<file path="src/rtl/sram_byte_stream_ctrl.sv">
// Byte-serial host controller for a 1RW SRAM macro with byte write mask.
// Define SRAM_STREAM_PREFETCH_EN to add a one-word read cache.
module sram_byte_stream_ctrl #(
    parameter int WORD_BYTES  = 4,
    parameter int WORD_ADDR_W = 9,
    parameter int PTR_W       = WORD_ADDR_W + $clog2(WORD_BYTES)
) (
    input  logic                    clk,
    input  logic                    rst,
    input  logic                    cmd_valid,
    input  logic [1:0]              cmd_op,
    input  logic [7:0]              cmd_data,
    output logic                    cmd_ready,
    output logic [7:0]              rd_data,
    output logic                    rd_valid,
    input  logic                    rd_ready,
    output logic [PTR_W-1:0]        ptr,
    output logic                    ram_clk0,
    output logic                    ram_csb0,
    output logic                    ram_web0,
    output logic [WORD_BYTES-1:0]   ram_wmask0,
    output logic [WORD_ADDR_W-1:0]  ram_addr0,
    output logic [8*WORD_BYTES-1:0] ram_din0,
    input  logic [8*WORD_BYTES-1:0] ram_dout0
);

    localparam int LANE_W = $clog2(WORD_BYTES);
    localparam int LW     = (LANE_W > 0) ? LANE_W : 1;
    localparam int DW     = 8 * WORD_BYTES;

    localparam logic [1:0] IDLE     = 2'd0;
    localparam logic [1:0] RD_ISSUE = 2'd1;
    localparam logic [1:0] RD_WAIT  = 2'd2;
    localparam logic [1:0] RD_HOLD  = 2'd3;

    localparam logic [1:0] OP_SET_LO = 2'd0;
    localparam logic [1:0] OP_SET_HI = 2'd1;
    localparam logic [1:0] OP_WRITE  = 2'd2;
    localparam logic [1:0] OP_READ   = 2'd3;

    logic [1:0]             state;
    logic [LW-1:0]          rd_lane;
    logic [WORD_ADDR_W-1:0] word;
    logic [LW-1:0]          lane;
    logic [WORD_BYTES-1:0]  lane_mask;
    logic [7:0]             ram_byte;
    logic                   accept;

    assign ram_clk0  = clk;
    assign cmd_ready = (state == IDLE);
    assign accept    = cmd_valid && cmd_ready;
    assign word      = WORD_ADDR_W'(ptr >> LANE_W);
    assign lane      = LW'(ptr & PTR_W'(WORD_BYTES - 1));
    assign lane_mask = WORD_BYTES'(1) << lane;
    assign ram_byte  = 8'(ram_dout0 >> {rd_lane, 3'b000});

`ifdef SRAM_STREAM_PREFETCH_EN
    logic [DW-1:0]          cache_data;
    logic [WORD_ADDR_W-1:0] cache_tag;
    logic                   cache_valid;
    logic                   hit;
    logic [7:0]             cache_byte;

    assign hit        = cache_valid && (cache_tag == word);
    assign cache_byte = 8'(cache_data >> {lane, 3'b000});
`endif

    always_ff @(posedge clk or posedge rst) begin
        if (rst) begin
            state      <= IDLE;
            ptr        <= '0;
            rd_lane    <= '0;
            rd_data    <= '0;
            rd_valid   <= 1'b0;
            ram_csb0   <= 1'b1;
            ram_web0   <= 1'b1;
            ram_wmask0 <= '0;
            ram_addr0  <= '0;
            ram_din0   <= '0;
`ifdef SRAM_STREAM_PREFETCH_EN
            cache_data  <= '0;
            cache_tag   <= '0;
            cache_valid <= 1'b0;
`endif
        end else begin
            // The port is idle unless an access is launched this edge.
            ram_csb0   <= 1'b1;
            ram_web0   <= 1'b1;
            ram_wmask0 <= '0;
            unique case (state)
                IDLE: begin
                    if (accept) begin
                        unique case (cmd_op)
                            OP_SET_LO: ptr[7:0] <= cmd_data;
                            OP_SET_HI: ptr[PTR_W-1:8] <= cmd_data[PTR_W-9:0];
                            OP_WRITE: begin
                                ram_csb0   <= 1'b0;
                                ram_web0   <= 1'b0;
                                ram_wmask0 <= lane_mask;
                                ram_addr0  <= word;
                                ram_din0   <= {WORD_BYTES{cmd_data}};
                                ptr        <= ptr + 1'b1;
`ifdef SRAM_STREAM_PREFETCH_EN
                                if (hit) cache_valid <= 1'b0;
`endif
                            end
                            OP_READ: begin
                                ptr     <= ptr + 1'b1;
                                rd_lane <= lane;
`ifdef SRAM_STREAM_PREFETCH_EN
                                if (hit) begin
                                    rd_data  <= cache_byte;
                                    rd_valid <= 1'b1;
                                    state    <= RD_HOLD;
                                end else begin
                                    ram_csb0  <= 1'b0;
                                    ram_addr0 <= word;
                                    state     <= RD_ISSUE;
                                end
`else
                                ram_csb0  <= 1'b0;
                                ram_addr0 <= word;
                                state     <= RD_ISSUE;
`endif
                            end
                            default: ;
                        endcase
                    end
                end
                RD_ISSUE: state <= RD_WAIT;
                RD_WAIT: begin
                    rd_data  <= ram_byte;
                    rd_valid <= 1'b1;
                    state    <= RD_HOLD;
`ifdef SRAM_STREAM_PREFETCH_EN
                    // ram_addr0 still holds the word just read.
                    cache_data  <= ram_dout0;
                    cache_tag   <= ram_addr0;
                    cache_valid <= 1'b1;
`endif
                end
                RD_HOLD: begin
                    if (rd_ready) begin
                        rd_valid <= 1'b0;
                        state    <= IDLE;
                    end
                end
                default: state <= IDLE;
            endcase
        end
    end

endmodule

</file>
<file path="config.mk">
export PLATFORM = sky130hd
export DESIGN_NAME = sram_byte_stream_ctrl
export DESIGN_NICKNAME = d
export VERILOG_FILES = /design/src/rtl/sram_byte_stream_ctrl.sv
export SDC_FILE = /design/constraint.sdc
export NUM_CORES = 1
export LEC_CHECK = 0
export BUFFER_PORTS_ARGS = -buffer_cell sky130_fd_sc_hd__buf_2
export CORE_ASPECT_RATIO = 1.25
export CORE_MARGIN = 4
export CORE_UTILIZATION = 43
export DETAILED_ROUTE_END_ITERATION = 16
export HOLD_SLACK_MARGIN = 0.12
export PLACE_DENSITY = 0.79
export SLEW_MARGIN = 5
export SYNTH_ARGS = -nofsm -noshare
export SYNTH_HDL_FRONTEND = slang
export SYNTH_SLANG_ARGS = --single-unit
</file>
<file path="constraint.sdc">
create_clock -name clk -period 1.7 [get_ports clk]
set_input_delay 0.085 -clock clk [delete_from_list [all_inputs] [get_ports clk]]
set_output_delay 0.085 -clock clk [all_outputs]
set_load 0.05 [all_outputs]
</file>
==> metrics.md, run 1 <==
| Metric | Value |
|---|---|
| Status | `finished with violations` |
| Failing checks | `setup timing` |
| Pwr dens | `~2200 nW/um2` |
| Worst hold path type | `in -> reg` |
| Mapped Nets | `roughly 290` |
| Most frequent cells after synthesis | `dfrtp_1 (45), nand2_1 (28), buf_4 (25), mux2_2 (19)` |
| Reg2reg path depth | `6` |
| Peak supply drop | `roughly 1.3 mV` |
| Post-synth cell types | `42` |
| Count leader, synth | `dfrtp_1` |
| Worst EP arrival | `~2.0 ns` |
| Cells after synthesis | `around 230` |
| Slew HR | `0.713` |
| Final WL | `approximately 7000 um` |
| Top FF cell, synth | `dfrtp_1` |
| Worst-path maximum fanout | `7` |
| Warnings, synthesis | `0` |
| Slew @ Worst Pin | `0.430 ns` |
| Area of the mapped netlist | `2570 um2` |
| Clk_skew | `0.00947 ns` |
| Hpwl dp | `4730 um` |
| Post-synth top area cell | `dfrtp_1` |
| Worst setup EP type | `register` |
| Drt wl/cell | `between 15 and 20 um` |
| Kind of critical path | `reg -> reg` |
| Period utilisation layout | `1.00` |
| Core box area | `between 5000 and 6000 um2` |
| DRT antenna net count | `0` |
| Cells along the critical path | `inv_2, ha_4, nand2_2, nor3b_4, clkinvlp_4, mux2_4` |
| Hold Crit Depth | `3` |
| CP Buf/Inv Count | `2` |
| # DRC | `0` |
| Diodes inserted | `0` |
| First-pass GRT wire length | `~11000 um` |
| DIE HEIGHT | `94.4 um` |
| Critical path depth | `6` |
| Drt first pass iters | `4` |
| Fmax achieved | `588 MHz` |
| Clock-pin transition on the worst setup and hold timing paths | `0.09 ns` |
| Total grt overflow | `0` |
| Final Hold Vio Count | `0` |
| Unrepaired setup endpoints after global routing | `yes` |
| IO buf count | `114` |
| Yosys top cell area share | `0.438` |
| Largest net degree at the start of global routing | `29` |
| Via Count | `between 2000 and 2500` |
| Worst-skew pair later-pin latency | `0.41 ns` |
| Final nets | `roughly 430` |
| Final slew viol count | `0` |
| Starting Density | `0.444` |
| Die area | `about 7300 um2` |
| IO Count | `around 120` |
| Crit path largest cell delay | `approximately 0.42 ns` |
| CTS tree | `done` |
| Final min period | `between 1.5 and 2 ns` |
| Slowest CP cell | `dfrtp_1` |
| Share of post-route cells with drive strength above 1 | `0.509` |
| Total of max-cap violations | `0` |
| Die Span X | `roughly 77 um` |
| Dominant delay contributor by cell family on the critical path | `flip-flops` |
| Rows | `31` |
| Layout area overhead | `41.7%` |
| Routability cong. | `roughly 0.9` |
| Setup Viol. Count Final | `1` |
| Number of antenna violations at the first check in global routing | `0` |
| Startpoint types | `register` |
| Tot GR Track Use | `0.191` |
| #FFs+latches synth | `47` |
| Syn_area_per_cell | `around 11 um2` |
| Req. time, crit path | `roughly 2.0 ns` |
| Vias per cell | `between 5 and 6` |
| Number of synthesized flops with an enable pin | `0` |
| Static leakage | `~1.8 nW` |
| Final cell utilization of the core | `0.630` |
| Fraction of registers with async set/reset | `1.00` |
| Seq/Total Area, Yosys | `0.459` |
| Vias in the first global route | `roughly 2200` |
| Final WS setup | `-0.000558 ns` |
| Synth area leaders | `dfrtp_1 (44%), mux2_2 (8.3%), buf_4 (7.3%)` |
| Total Power | `approximately 8.1 mW` |
| 1st-iter DRT viols | `around 160` |
-- power breakdown --
group	leakage (nW)	internal (mW)	switching (mW)
clock	0.0667	0.453	0.502
combinational	1.18	1.50	3.49
sequential	0.567	1.59	0.530
total	1.81	3.54	4.52
-- layout by cell type (no fill, tap or decap), types with 2 or more instances in the layout --
cell           instances
and2_1                 5
or3_1                  2
clkbuf_8               8
and4_1                 3
buf_2                114
and3_1                 2
o21ai_0                2
nor2b_1                6
inv_2                  5
dfrtp_2                5
clkinvlp_4             2
dfrtp_1               40
nand2_1               27
or4_1                  2
mux2_2                18
nor4_1                 2
inv_1                  3
nand3_1                9
dlygate4sd3_1         31
a211oi_1               2
mux4_2                 8
a31oi_1                3
a21oi_1                9
mux2i_1                3
buf_4                 20
o22ai_1                2
nand4_1                5
nor2_1                 2
ha_1                   6
nand2b_1               5
nor3_1                 3
dfstp_2                2
-- tightest hold or removal path, cell delays in order --
cell	delay, ns
buf_2	0.07
mux4_2	0.21
mux2_2	0.14
-- final cells by class --
class / instances / area (um2)
flip-flops and latches: 47 / 1180
clock buffers: 10 / 119
multi-input cells: 142 / 1160
well taps: 66 / 82.6
fillers: 468 / 2140
repair inverters: 1 / 7.51
inverters: 8 / 30.0
repair buffers: 165 / 1050
clock inverters: 2 / 12.5
-- registers in the layout, summed over array words and instances, names as in the netlist --
register and cells:
rd_data 8, ram_wmask0 4, ram_addr0 9, rd_valid 1
ptr 11, ram_csb0 1, ram_din0 8, ram_web0 1
state 2, rd_lane 2
-- worst paths after layout --
path	startpoint	to	slack (ns)
max	state[0]$_DFFE_PP0P_	ram_din0[26]$_DFFE_PP0P_	-0.0006
min	ram_dout0[24]	rd_data[0]$_DFFE_PP0P_	0.12
max reg2reg	state[0]$_DFFE_PP0P_	ram_din0[26]$_DFFE_PP0P_	-0.0006
min reg2reg	ram_addr0[4]$_DFFE_PP0P_	ram_addr0[4]$_DFFE_PP0P_	0.48
max in group asynchronous	rst	ram_web0$_DFF_PP1_	0.91
min in group asynchronous	rst	rd_data[3]$_DFFE_PP0P_	0.22
-- kinds of logic (layout without fill, tap and decap cells) --
| logic type | after synthesis | count (layout) | share of synthesized area |
|---|---|---|---|
| compound gates | 27 | 27 | 0.0726 |
| fa+ha+maj | 7 | 7 | 0.0341 |
| buf+inv | 45 | 186 | 0.106 |
| flops | 47 | 47 | 0.459 |
| mux | 30 | 30 | 0.165 |
| simple gates | 78 | 78 | 0.164 |
-- timing repair --
item	in CTS	in global routing
gates resized for setup	0	6
setup endpoints to repair	0	19
hold endpoints to repair	73	0
hold buffers	31	0
setup buffers	0	10
-- metal layers --
| metal | track usage | routed length (um) | vias up |
|---|---|---|---|
| met5 | 0 | 0 | - |
| met3 | 0.0525 | 539 | 19 |
| li1 | - | - | 1089 |
| met2 | 0.326 | 3530 | 119 |
| met4 | 0.0920 | 182 | 0 |
| met1 | 0.222 | 2640 | 1097 |
-- through the flow --
stage | instances | instance area [um2] | setup TNS (ns) | worst slack [ns] | hold slack [ns]
2_1_floorplan | 234 | 2600 | 0 | 0.00698 | 0.194
3_3_place_gp | 388 | 3100 | 0 | 0.110 | 0.114
4_1_cts | 430 | 3540 | 0 | 0.0416 | 0.120
5_1_grt | 441 | 3640 | -0.640 | -0.0933 | 0.122
3_5_place_dp | 388 | 3100 | 0 | 0.0521 | 0.111
6_report | 441 | 3640 | -0.000558 | -0.000558 | 0.118
No activity file was read; power rests on OpenSTA's default activity.
==> run 2, diff against run 1 <==
--- a/config.mk
+++ b/config.mk
@@ -8,9 +8,11 @@
 export BUFFER_PORTS_ARGS = -buffer_cell sky130_fd_sc_hd__buf_2
+export CELL_PAD_IN_SITES_DETAIL_PLACEMENT = 1
+export CELL_PAD_IN_SITES_GLOBAL_PLACEMENT = 2
 export CORE_ASPECT_RATIO = 1.25
 export CORE_MARGIN = 4
-export CORE_UTILIZATION = 43
+export CORE_UTILIZATION = 25
 export DETAILED_ROUTE_END_ITERATION = 16
 export HOLD_SLACK_MARGIN = 0.12
-export PLACE_DENSITY = 0.79
-export SLEW_MARGIN = 5
+export PLACE_DENSITY = 0.77
+export SLEW_MARGIN = 40
 export SYNTH_ARGS = -nofsm -noshare
--- a/constraint.sdc
+++ b/constraint.sdc
@@ -3,2 +3,2 @@
 set_output_delay 0.085 -clock clk [all_outputs]
-set_load 0.05 [all_outputs]
+set_load 0.01 [all_outputs]
==> metrics.md, run 2 (synthesis gave the netlist of run 1 again) <==
| Metric | Value |
|---|---|
| Total negative setup slack | `0 ns (was -0.000558 ns)` |
| Hold path start | `ram_dout0[18] (was ram_dout0[24])` |
| Routability cong. | `0.832 (was 0.904)` |
| Share of post-route cells with drive strength above 1 | `0.528 (was 0.509)` |
| Number of antenna violations at the first check in global routing | `0 (unchanged)` |
| Max reg flops | `11 (unchanged)` |
| DRT antenna net count | `0 (unchanged)` |
| Total Power | `6.42 mW (was 8.06 mW)` |
| M2 GR Usage | `0.231 (was 0.326)` |
| IO Count | `115 (unchanged)` |
| Crit path largest cell delay | `0.51 ns (was 0.42 ns)` |
| Core box area | `10100 um2 (was 5780 um2)` |
| Hold Crit Depth | `3 (unchanged)` |
| Pwr dens | `1770 nW/um2 (was 2220 nW/um2)` |
| Diodes inserted | `0 (unchanged)` |
| Req. time, crit path | `2.01 ns (was 2.00 ns)` |
| Total grt overflow | `0 (unchanged)` |
| Largest net degree at the start of global routing | `29 (unchanged)` |
| DIE HEIGHT | `121 um (was 94.4 um)` |
| # DRC | `0 (unchanged)` |
| Layout area overhead | `41.1% (was 41.7%)` |
| Clk_skew | `0.00447 ns (was 0.00947 ns)` |
| Worst-skew pair later-pin latency | `0.40 ns (was 0.41 ns)` |
| First-pass GRT wire length | `12500 um (was 10900 um)` |
| Hpwl dp | `5930 um (was 4730 um)` |
| Die Span X | `98.7 um (was 77.1 um)` |
| Drt wl/cell | `15.9 um (was 15.6 um)` |
| Via Count | `2278 (was 2324)` |
| Unrepaired setup endpoints after global routing | `no (was yes)` |
| Tot GR Track Use | `0.131 (was 0.191)` |
| Vias per cell | `4.72 (was 5.27)` |
| Most common cell after layout, fill and taps aside | `buf_2 (unchanged)` |
| Reg2reg path depth | `4 (was 6)` |
| Worst EP arrival | `1.90 ns (was 2.00 ns)` |
| Status | `finished clean (was finished with violations)` |
| Total of max-cap violations | `0 (unchanged)` |
| Final nets | `406 (was 427)` |
| Fmax achieved | `630 MHz (was 588 MHz)` |
| 1st-iter DRT viols | `60 (was 162)` |
| Met1 global-route usage | `0.153 (was 0.222)` |
| Peak supply drop | `0.600 mV (was 1.32 mV)` |
| Drt first pass iters | `6 (was 4)` |
| Largest regs | `ptr: 11 flops, ram_addr0: 9 flops (unchanged)` |
| Final slew viol count | `0 (unchanged)` |
| Worst r2r dst | `ptr[10]$_DFFE_PP0P_ (was ram_din0[26]$_DFFE_PP0P_)` |
| Final min period | `1.59 ns (was 1.70 ns)` |
| Filler instances | `1162 (was 468)` |
| Setup Viol. Count Final | `0 (was 1)` |
| Storage cell area | `1180 um2 (about the same)` |
| Slowest CP cell | `or4_1 (was dfrtp_1)` |
| Cells along the critical path | `ha_1, nand2_1, or4_1, a211oi_1 (was inv_2, ha_4, nand2_2, nor3b_4, clkinvlp_4, mux2_4)` |
| Final Hold Vio Count | `0 (unchanged)` |
| Vias in the first global route | `2453 (was 2244)` |
| Startpoint types | `register (unchanged)` |
| Kind of critical path | `reg -> reg (unchanged)` |
| Most frequent cells in the layout | `buf_2 (114), dfrtp_1 (44), nand2_1 (28) (was buf_2 (114), dfrtp_1 (40), dlygate4sd3_1 (31))` |
| Worst hold path type | `in -> reg (unchanged)` |
| Static leakage | `1.78 nW (was 1.81 nW)` |
| Most Crowded Layer GR | `met2 (unchanged)` |
| R2r setup slk | `0.11 ns (was -0.0006 ns)` |
| Clock-pin transition on the worst setup and hold timing paths | `0.07 ns (was 0.09 ns)` |
| Rows | `41 (was 31)` |
| Slew @ Worst Pin | `0.460 ns (was 0.430 ns)` |
| Met3 Track Usage GR | `0.0334 (was 0.0525)` |
| IO buf count | `114 (unchanged)` |
| Period utilisation layout | `0.933 (was 1.00)` |
| Die area | `12000 um2 (was 7280 um2)` |
| Top reg by flops | `ptr (unchanged)` |
| Final WL | `7670 um (was 6900 um)` |
| Worst-path maximum fanout | `6 (was 7)` |
| Starting Density | `0.255 (was 0.444)` |
| Worst setup EP type | `register (unchanged)` |
| Slew HR | `0.693 (was 0.713)` |
| Area taken by multi-input logic gates | `1150 um2 (was 1160 um2)` |
| CTS tree | `done (unchanged)` |
| RR Startpoint | `ptr[0]$_DFFE_PP0P_ (was state[0]$_DFFE_PP0P_)` |
| End of the critical path | `ptr[10]$_DFFE_PP0P_ (was ram_din0[26]$_DFFE_PP0P_)` |
| Crit path launch | `ptr[0]$_DFFE_PP0P_ (was state[0]$_DFFE_PP0P_)` |
run 2: cell count changes in the layout (fill, tap and decap cells not counted), moves of 2 or more:
cell / change
dlygate4sd3_1: -19
clkbuf_16: +8
clkbuf_8: -7
dfrtp_1: +4
dfrtp_2: -4
clkinvlp_4: -2
run 2: area by class of cell:
type | count | area share
Tap cell | 129 | 0.0445
Timing Repair Buffer | 145 | 0.234
Sequential cell | 47 | 0.326
Multi-Input combinational cell | 142 | 0.317
Clock inverter | 2 | 0.00967
Inverter | 8 | 0.00829
Clock buffer | 10 | 0.0604
run 2: critical path, delay by kind of cell (launching register included):
| kind | cells | cell delay (ns) |
|---|---|---|
| AO/OA/AOI/OAI | 1 | 0.23 |
| flip-flops | 1 | 0.36 |
| adder cells (fa/ha/maj) | 1 | 0.29 |
| AND/OR/NAND/NOR | 2 | 0.62 |
run 2: power by group:
| group | internal [mW] | total, mW | switching [mW] |
|---|---|---|---|
| registers | 1.59 | 2.04 | 0.459 |
| clock network | 1.05 | 1.54 | 0.495 |
| logic | 1.43 | 2.84 | 1.41 |
run 2: repair_timing:
action | CTS | global route
hold buffers | 12 | 0
buffers inserted | 0 | 3
endpoints found under the setup margin | 0 | 19
resized for setup | 0 | 6
hold endpoints to repair | 65 | 0
run 2: how the worst min path moves through the flow:
stage | endpoint | slack, ns
after floorplan | ram_clk0 | 0.18
after global placement | ram_wmask0[0]$_DFF_PP0_ | 0.12
after detailed placement | ram_wmask0[2]$_DFF_PP0_ | 0.13
after CTS | rd_data[2]$_DFFE_PP0P_ | 0.12
after global routing | rd_data[3]$_DFFE_PP0P_ | 0.14
final | rd_data[2]$_DFFE_PP0P_ | 0.13
run 2: stage by stage:
stage           util  hold slack, ns  worst slack, ns  instance area (um2)  std cells
6_report       0.360           0.133            0.114                 3620        483
5_1_grt        0.360           0.144          0.00150                 3620        483
4_1_cts        0.356           0.120           0.0433                 3580        480
3_5_place_dp   0.319           0.129           0.0568                 3210        457
3_3_place_gp   0.319           0.125            0.111                 3210        457
2_1_floorplan      -           0.177           0.0141                 2580        234
run 2: layer usage:
| layer | wire [um] | up-vias |
|---|---|---|
| met4 | 96 | 0 |
| met3 | 490 | 7 |
| li1 | - | 1048 |
| met5 | 0 | - |
| met1 | 3050 | 1131 |
| met2 | 4030 | 92 |
==> run 3, diff against run 2 <==
- PLACE_DENSITY: 0.77 -> 0.71
==> metrics.md, run 3 (synthesis gave the netlist of run 1 again) <==
| Metric | Value |
|---|---|
| Sw Share | `0.373 (was 0.367)` |
| Largest regs | `ptr: 11 flops, ram_addr0: 9 flops (unchanged)` |
| Worst setup EP type | `register (unchanged)` |
| Sw Pwr | `2.32 mW (was 2.36 mW)` |
| Largest net degree at the start of global routing | `24 (was 29)` |
| Peak supply drop | `0.479 mV (was 0.600 mV)` |
| Setup Slack @ Placement | `0.0455 ns (was 0.0568 ns)` |
| Post-CTS setup buffer count | `0 (unchanged)` |
| Final cell utilization of the core | `0.355 (was 0.360)` |
| Total of max-cap violations | `0 (unchanged)` |
| Clock-pin transition on the worst setup and hold timing paths | `0.06 ns (was 0.07 ns)` |
| Share of post-route cells with drive strength above 1 | `0.520 (was 0.528)` |
| Final WL | `7610 um (was 7670 um)` |
| Starting Density | `0.255 (unchanged)` |
| Final nets | `406 (unchanged)` |
| Setup Viol. Count Final | `0 (unchanged)` |
| DIE HEIGHT | `121 um (unchanged)` |
| Diodes inserted | `0 (unchanged)` |
| Final min period | `1.61 ns (was 1.59 ns)` |
| Worst-skew pair later-pin latency | `0.40 ns (about the same)` |
| Vias per cell | `4.58 (was 4.72)` |
| Fmax achieved | `620 MHz (was 630 MHz)` |
| Tot GR Track Use | `0.133 (was 0.131)` |
| Status | `finished clean (unchanged)` |
| Final slew viol count | `0 (unchanged)` |
| Pwr dens | `1740 nW/um2 (was 1770 nW/um2)` |
| Gate power share | `0.459 (was 0.441)` |
| Static leakage | `1.76 nW (was 1.78 nW)` |
| Slew HR | `0.640 (was 0.693)` |
| Unrepaired setup endpoints after global routing | `no (unchanged)` |
| Drt wl/cell | `15.7 um (was 15.9 um)` |
| Hold Slack | `0.123 ns (was 0.133 ns)` |
| Slew @ Worst Pin | `0.539 ns (was 0.460 ns)` |
| Most common cell after layout, fill and taps aside | `buf_2 (unchanged)` |
| Die Span X | `98.7 um (unchanged)` |
| Total Power | `6.20 mW (was 6.42 mW)` |
| Kind of critical path | `reg -> reg (unchanged)` |
| Worst-path maximum fanout | `10 (was 6)` |
| Rows | `41 (unchanged)` |
| Internal | `3.89 mW (was 4.06 mW)` |
| Req. time, crit path | `2.01 ns (about the same)` |
| Die area | `12000 um2 (unchanged)` |
| Hpwl dp | `6040 um (was 5930 um)` |
| Final Hold Vio Count | `0 (unchanged)` |
| Period utilisation layout | `0.948 (was 0.933)` |
| Layout area overhead | `38.8% (was 41.1%)` |
| Drt first pass iters | `4 (was 6)` |
| 1st-iter DRT viols | `102 (was 60)` |
| CTS tree | `done (unchanged)` |
| Top reg by flops | `ptr (unchanged)` |
| Core box area | `10100 um2 (unchanged)` |
| Part of the power in the clock network | `0.216 (was 0.240)` |
| Most frequent cells in the layout | `buf_2 (114), dfrtp_1 (44), nand2_1 (28) (unchanged)` |
| DRT antenna net count | `0 (unchanged)` |
| Via Count | `2212 (was 2278)` |
| Worst EP arrival | `1.92 ns (was 1.90 ns)` |
| IO buf count | `114 (unchanged)` |
| Clk_skew | `0.00875 ns (was 0.00447 ns)` |
| Number of antenna violations at the first check in global routing | `0 (unchanged)` |
| Startpoint types | `register (unchanged)` |
| Seq pwr share | `0.324 (was 0.318)` |
| Total grt overflow | `0 (unchanged)` |
| Total negative setup slack | `0 ns (unchanged)` |
| Worst hold path type | `in -> reg (unchanged)` |
| IO Count | `115 (unchanged)` |
| # DRC | `0 (unchanged)` |
| First-pass GRT wire length | `12600 um (was 12500 um)` |
| Final WS setup | `0.0880 ns (was 0.114 ns)` |
| Routability cong. | `0.804 (was 0.832)` |
| Vias in the first global route | `2462 (was 2453)` |
| Max reg flops | `11 (unchanged)` |
[run 3: layout make-up]
| cell class | count | area, um2 |
|---|---|---|
| Fill cell | 1182 | 6490 |
| Sequential cell | 47 | 1180 |
| Multi-Input combinational cell | 142 | 1140 |
| Timing Repair Buffer | 145 | 833 |
| Clock buffer | 10 | 209 |
| Tap cell | 129 | 161 |
| Inverter | 8 | 30.0 |
| Clock inverter | 2 | 13.8 |
[run 3: worst max-delay path: stages, from the launching register on]
cell and delay (ns):
dfrtp_1 0.41, inv_1 0.11, ha_4 0.19, o211ai_2 0.10
or4_1 0.49, a211oi_2 0.23
[run 3: per-stage QoR]
step | std cells | cell area (um2)
2_1_floorplan | 234 | 2580
3_3_place_gp | 461 | 3230
3_5_place_dp | 461 | 3230
4_1_cts | 483 | 3560
5_1_grt | 483 | 3560
6_report | 483 | 3560
[run 3: path summary, 6_finish.rpt]
check                                    startpoint                  endpoint  slack (ns)  cells past startpoint
min                                       cmd_op[1]  ram_addr0[8]$_DFFE_PP0P_        0.12                      3
min in group asynchronous                       rst   ram_wmask0[1]$_DFF_PP0_        0.27                      3
max                            state[1]$_DFFE_PP0P_       ptr[10]$_DFFE_PP0P_        0.09                      5
max in group asynchronous                       rst    rd_lane[0]$_DFFE_PP0P_        0.82                      4
max reg2reg                    state[1]$_DFFE_PP0P_       ptr[10]$_DFFE_PP0P_        0.09                      5
min reg2reg                ram_addr0[2]$_DFFE_PP0P_  ram_addr0[2]$_DFFE_PP0P_        0.47                      2
[run 3: power by group through the flow]
stage	clock [mW]	sequential [mW]	combinational (mW)
finish	1.34	2.01	2.85
floorplan	0.0485	2.15	1.81
global route	1.44	2.11	3.15
CTS	1.40	2.03	2.91
global placement	0.0355	2.02	2.82
detailed placement	0.0355	2.04	2.88
[run 3: what timing repair did]
item                                    in CTS  in global routing
gates resized for setup                      0                  3
hold buffers                                11                  0
hold endpoints to repair                    39                  0
endpoints found under the setup margin       0                 12
[run 3: layer usage]
metal,track usage,part of all wire
met2,0.239,0.53
met1,0.147,0.38
met4,0.0453,0.017
met5,0,0
met3,0.0431,0.073
